===== config.mk =====
export PLATFORM = sky130hd
export DESIGN_NAME = mic_regbank
export DESIGN_NICKNAME = d
export VERILOG_FILES = /design/src/rtl/mic_regbank.sv
export SDC_FILE = /design/constraint.sdc
export NUM_CORES = 1
export LEC_CHECK = 0
export ABC_AREA = 1
export CAP_MARGIN = 10
export CELL_PAD_IN_SITES_DETAIL_PLACEMENT = 1
export CELL_PAD_IN_SITES_GLOBAL_PLACEMENT = 2
export CORE_ASPECT_RATIO = 1.4
export CORE_UTILIZATION = 33
export CTS_CLUSTER_SIZE = 8
export DETAILED_ROUTE_END_ITERATION = 16
export PLACE_DENSITY_LB_ADDON = 0.1
export SLEW_MARGIN = 40
export SYNTH_ARGS = -nofsm -noshare
export SYNTH_HDL_FRONTEND = slang
export SYNTH_SLANG_ARGS = --single-unit
export TNS_END_PERCENT = 1

===== constraint.sdc =====
create_clock -name clk -period 18.6 [get_ports clk]
set_input_delay 2.79 -clock clk [delete_from_list [all_inputs] [get_ports clk]]
set_output_delay 2.79 -clock clk [all_outputs]
set_load 0.02 [all_outputs]

===== src/rtl/mic_regbank.sv =====
`default_nettype none
// ============================================================================
//  Module      : mic_regbank
//  Description : Microarchitecture register bank. H feeds the A bus, a 4-bit
//                selector picks the B bus, the C bus is written back under a
//                9-bit enable mask. Memory data loads MDR/MBR.
//                Optional macro REGBANK_WORD_ADDR_EN turns mar_out into a
//                byte address (MAR shifted left by 2).
//  Revision    : 1.0 - initial release
// ============================================================================
module mic_regbank #(
  parameter int               NBITS     = 32,
  parameter logic [NBITS-1:0] SP_RESET  = 'h0000_8000,
  parameter logic [NBITS-1:0] LV_RESET  = 'h0000_C000,
  parameter logic [NBITS-1:0] CPP_RESET = 'h0000_4000
) (
  input  logic             clk,
  input  logic             reset,
  input  logic [NBITS-1:0] c_bus,
  input  logic [8:0]       c_en,
  input  logic [3:0]       b_sel,
  input  logic             mdr_ld,
  input  logic [NBITS-1:0] mdr_din,
  input  logic             mbr_ld,
  input  logic [7:0]       mbr_din,
  output logic [NBITS-1:0] a_bus,
  output logic [NBITS-1:0] b_bus,
  output logic [NBITS-1:0] mar_out,
  output logic [NBITS-1:0] mdr_out,
  output logic [NBITS-1:0] pc_out
);

  localparam int C_EN_MAR = 0;
  localparam int C_EN_MDR = 1;
  localparam int C_EN_PC  = 2;
  localparam int C_EN_SP  = 3;
  localparam int C_EN_LV  = 4;
  localparam int C_EN_CPP = 5;
  localparam int C_EN_TOS = 6;
  localparam int C_EN_OPC = 7;
  localparam int C_EN_H   = 8;

  logic [NBITS-1:0] r_mar, r_mdr, r_pc, r_sp, r_lv, r_cpp, r_tos, r_opc, r_h;
  logic [7:0]       r_mbr;

  always_ff @(posedge clk or posedge reset) begin
    if (reset) begin
      r_mar <= '0;
      r_mdr <= '0;
      r_pc  <= '0;
      r_mbr <= '0;
      r_sp  <= SP_RESET;
      r_lv  <= LV_RESET;
      r_cpp <= CPP_RESET;
      r_tos <= '0;
      r_opc <= '0;
      r_h   <= '0;
    end else begin
      if (c_en[C_EN_MAR]) r_mar <= c_bus;
      // C-bus writeback has priority; simultaneous memory data is dropped
      if (c_en[C_EN_MDR])  r_mdr <= c_bus;
      else if (mdr_ld)     r_mdr <= mdr_din;
      if (c_en[C_EN_PC])  r_pc  <= c_bus;
      if (c_en[C_EN_SP])  r_sp  <= c_bus;
      if (c_en[C_EN_LV])  r_lv  <= c_bus;
      if (c_en[C_EN_CPP]) r_cpp <= c_bus;
      if (c_en[C_EN_TOS]) r_tos <= c_bus;
      if (c_en[C_EN_OPC]) r_opc <= c_bus;
      if (c_en[C_EN_H])   r_h   <= c_bus;
      if (mbr_ld)         r_mbr <= mbr_din;
    end
  end

  // B bus reads registered values only, so no path from c_bus back to the ALU
  always_comb begin
    b_bus = '0;
    case (b_sel)
      4'd0:    b_bus = r_mdr;
      4'd1:    b_bus = r_pc;
      4'd2:    b_bus = {{(NBITS-8){r_mbr[7]}}, r_mbr};
      4'd3:    b_bus = {{(NBITS-8){1'b0}}, r_mbr};
      4'd4:    b_bus = r_sp;
      4'd5:    b_bus = r_lv;
      4'd6:    b_bus = r_cpp;
      4'd7:    b_bus = r_tos;
      4'd8:    b_bus = r_opc;
      default: b_bus = '0;
    endcase
  end

  assign a_bus   = r_h;
  assign mdr_out = r_mdr;
  assign pc_out  = r_pc;

`ifdef REGBANK_WORD_ADDR_EN
  assign mar_out = {r_mar[NBITS-3:0], 2'b00};
`else
  assign mar_out = r_mar;
`endif

endmodule
`default_nettype wire


==> reports/results.txt <==
Result of the run = complete, no violations
Gp weighted congestion = 0.785
Reg-to-reg critical path startpoint = mdr_out[27]
RSZ-0062 raised after global routing = false
Detailed-routing iteration count for the pre-antenna-repair pass = 5
Post-synth EDFFs = 0
Top post-synthesis cells by area = sky130_fd_sc_hd__dfrtp_1 56%, sky130_fd_sc_hd__a21oi_1 11%, sky130_fd_sc_hd__nor2_1 10%, sky130_fd_sc_hd__nand3_1 8.8%, sky130_fd_sc_hd__nand2_1 5.7%
Per-cell routed wire length = 21.0 um
Count of port buffers added during placement = 248
HP Class = register to register
Area fraction in and, or, nand and nor cells after synthesis = 25.1%
Final min period = 8.72 ns
Main combinational cell family by area after synthesis = simple AND/OR/NAND/NOR gates
Clk pin slew, worst setup/hold paths = 0.05 ns
Root buffer selected by CTS = sky130_fd_sc_hd__clkbuf_16
Final hold violations = 0
Number of instances in the placed design = 2240
Max-Cap Viols = 0
Maximum number of pins on one net before global-route repair = 100
Sum of net half-perimeters after detailed placement = 31200 um
Initial drt markers = 707
Final clock period utilization by the worst path = 46.9%
Fmax = 115 MHz
Clk Latency, worst-skew pair = 0.54 ns
Standard-cell rows = 85
Most instantiated flip-flop cell in the synthesis netlist = sky130_fd_sc_hd__dfrtp_1
Final total power = 1.77 mW
DRC violations left = 0
Core outline area = 38600 sq um
CP endpoint kind = primary output
Vias per inst = 5.10
TritonCTS Buffers = 42
Most common library cell in the layout ignoring fill and taps = sky130_fd_sc_hd__nor2_1
Maximum fanout count along the critical path = 74
Count of boundary I/O pins = 249
CTS H-Tree Depth = 2
Distinct cell type count of the synthesized netlist = 18
Hold depth = 2
Post-CTS repair timing setup buffer count = 0
Setup TNS = 0 ns
Multiplexer share of the synthesized area = 0.694%
Clock tree from TritonCTS = built
Net Count, Synth = 1655
Synthesized area = 13000 sq um
Adder-cell share of the synthesized area = 0%
Power per cell area = 103 nW/um^2
Overall via count from detail_route = 11771
Number of sinks driven by the clock tree = 296
Sequential fraction of the synthesis area = 57.1%
DRT Wirelength = 48500 um
Post_cts resized = 0
Min-Delay Endpoint = r_cpp[14]
Via count of the first global-routing pass = 12232
Global route total overflow = 0
FF-to-FF setup slack = 17.72 ns
Complex-gate fraction of the synthesized area = 12.3%
Yosys warning count = 0
Leak pwr = 7.47 nW
Transition time at the pin with the least slew margin = 0.782 ns
Area taken by flip-flops and latches = 7410 sq um
Syn Area/Cell = 8.29 sq um
Post-route ant nets = 0
Maximum number of buffers from clock root to sink = 3
Required time of the critical path = 15.81 ns
Xor/xnor share of the synthesized area = 0%
Global-route wire length before repair = 74700 um
Top library cells by usage in the layout, fill and taps aside = 353 x sky130_fd_sc_hd__nor2_1, 292 x sky130_fd_sc_hd__dfrtp_1, 287 x sky130_fd_sc_hd__a21oi_1, 239 x sky130_fd_sc_hd__clkdlybuf4s50_1, 229 x sky130_fd_sc_hd__nand3_1
Endpoint of the most critical register-to-register path = mdr_out[27]
Worst slew margin relative to its limit = 47.9%
Final net count = 1851
Depth of the most critical reg-to-reg path = 2
Area fraction of the dominant cell type after synthesis = 56.3%
Final Hold Slack = 0.489 ns
Post-route non-filler standard cell count = 2310
Fraction of layout instances using a drive strength above 1 = 5.43%
Overall track demand over capacity in global routing = 24.7%
Number of synthesized register bits = 296
Arrival time of the worst setup path = 5.93 ns
Fill cell instance count of the final layout = 4559
Area Growth Syn to Fin = 31.5%
WS Path Type = input pin to primary output
Number of cells produced by synthesis = 1566
Critical Path Source = b_sel[1]
Area taken by multi-input logic gates = 4980 sq um
Startpoint of the tightest hold check path = r_cpp[14]
Initial Utilization = 33.6%
Post-synth top area cell = sky130_fd_sc_hd__dfrtp_1
Number of slew-limit violations in the final report = 0
Vert. Die Dim = 237 um
Horiz. Die Dim = 170 um
Number of setup violations in the final report = 0
Layout Skew = 0 ns
Full die area = 40100 sq um
Number of inserted diodes = 0
Startpoint kind of the worst setup timing path = input pin
Number of antenna violations at the first check in global routing = 0
Cell area reported after detailed placement = 15900 sq um
Hold-fix buffer count after cts = 0
Ys async rst share = 100%
Final cell area excluding filler cells = 17100 sq um
Peak supply drop = 0.0000607 V
[per-layer routing]
layer / wire, um / vias up / GRT usage (%)
met1: 18600 / 5892 / 28.0
met5: 0 / - / 0
li1: - / 5564 / -
met2: 26900 / 244 / 46.6
met4: 1480 / 0 / 8.60
met3: 1570 / 71 / 3.16
[kinds of logic (layout without fill, tap and decap cells)]
group / Yosys count / count (layout)
buffers and inverters: 155 / 377
AO/OA/AOI/OAI: 319 / 319
AND/OR/NAND/NOR: 788 / 788
multiplexers: 8 / 8
flip-flops: 296 / 296
[sequential cells by signal, summed over array words and instances (netlist names)]
name / cells
a_bus: 32
mar_out: 32
mdr_out: 32
pc_out: 32
r_cpp: 32
r_lv: 32
r_opc: 32
r_sp: 32
r_tos: 32
r_mbr: 8
[worst max-delay path by stage]
stage          cells past startpoint   endpoint  slack, ns
2_1_floorplan                      1   a_bus[0]       7.64
3_3_place_gp                       9  b_bus[16]       9.57
3_5_place_dp                       8   b_bus[0]       9.81
4_1_cts                            8   b_bus[0]       9.82
5_1_grt                            8  b_bus[20]       9.72
6_report                           8   b_bus[0]       9.88
[critical path: stages]
cell	delay, ns
sky130_fd_sc_hd__clkdlybuf4s50_1	0.68
sky130_fd_sc_hd__nor2_4	0.65
sky130_fd_sc_hd__buf_6	0.60
sky130_fd_sc_hd__nand3_1	0.14
sky130_fd_sc_hd__nand2_1	0.22
sky130_fd_sc_hd__nor2_1	0.10
sky130_fd_sc_hd__nand2_1	0.09
sky130_fd_sc_hd__clkdlybuf4s50_1	0.61
[cell usage after synthesis, types with 2 or more instances]
master and number:
sky130_fd_sc_hd__nand2_1 198, sky130_fd_sc_hd__nor2_2 4, sky130_fd_sc_hd__a21oi_1 287, sky130_fd_sc_hd__o21ai_0 32, sky130_fd_sc_hd__dfrtp_1 292, sky130_fd_sc_hd__inv_1 4, sky130_fd_sc_hd__clkinv_1 32, sky130_fd_sc_hd__buf_1 21
sky130_fd_sc_hd__mux2_2 8, sky130_fd_sc_hd__nor2_1 355, sky130_fd_sc_hd__dfstp_2 4, sky130_fd_sc_hd__inv_2 2, sky130_fd_sc_hd__buf_4 4, sky130_fd_sc_hd__clkbuf_1 71, sky130_fd_sc_hd__buf_2 21, sky130_fd_sc_hd__nand3_1 229
[cell type report]
type                    count  area share [%]
flip-flops and latches    296            43.4
repair buffers            269            15.6
well taps                 522            3.82
inverters                  38           0.879
clock buffers              70            7.14
multi-input cells        1115            29.2
[per-stage QoR]
stage	worst slack [ns]	util (%)
4_1_cts	9.82	44.2
3_3_place_gp	9.57	40.8
2_1_floorplan	7.64	-
3_5_place_dp	9.81	41.1
6_report	9.88	44.2
5_1_grt	9.72	44.2
[power by group]
group	internal (mW)	total, mW	switching [mW]	leakage (nW)
Clock	0.441	0.728	0.287	0.584
Combinational	0.115	0.291	0.177	3.59
Sequential	0.704	0.746	0.0421	3.30
Total	1.26	1.77	0.506	7.47
(Power assumes the default switching activity.)
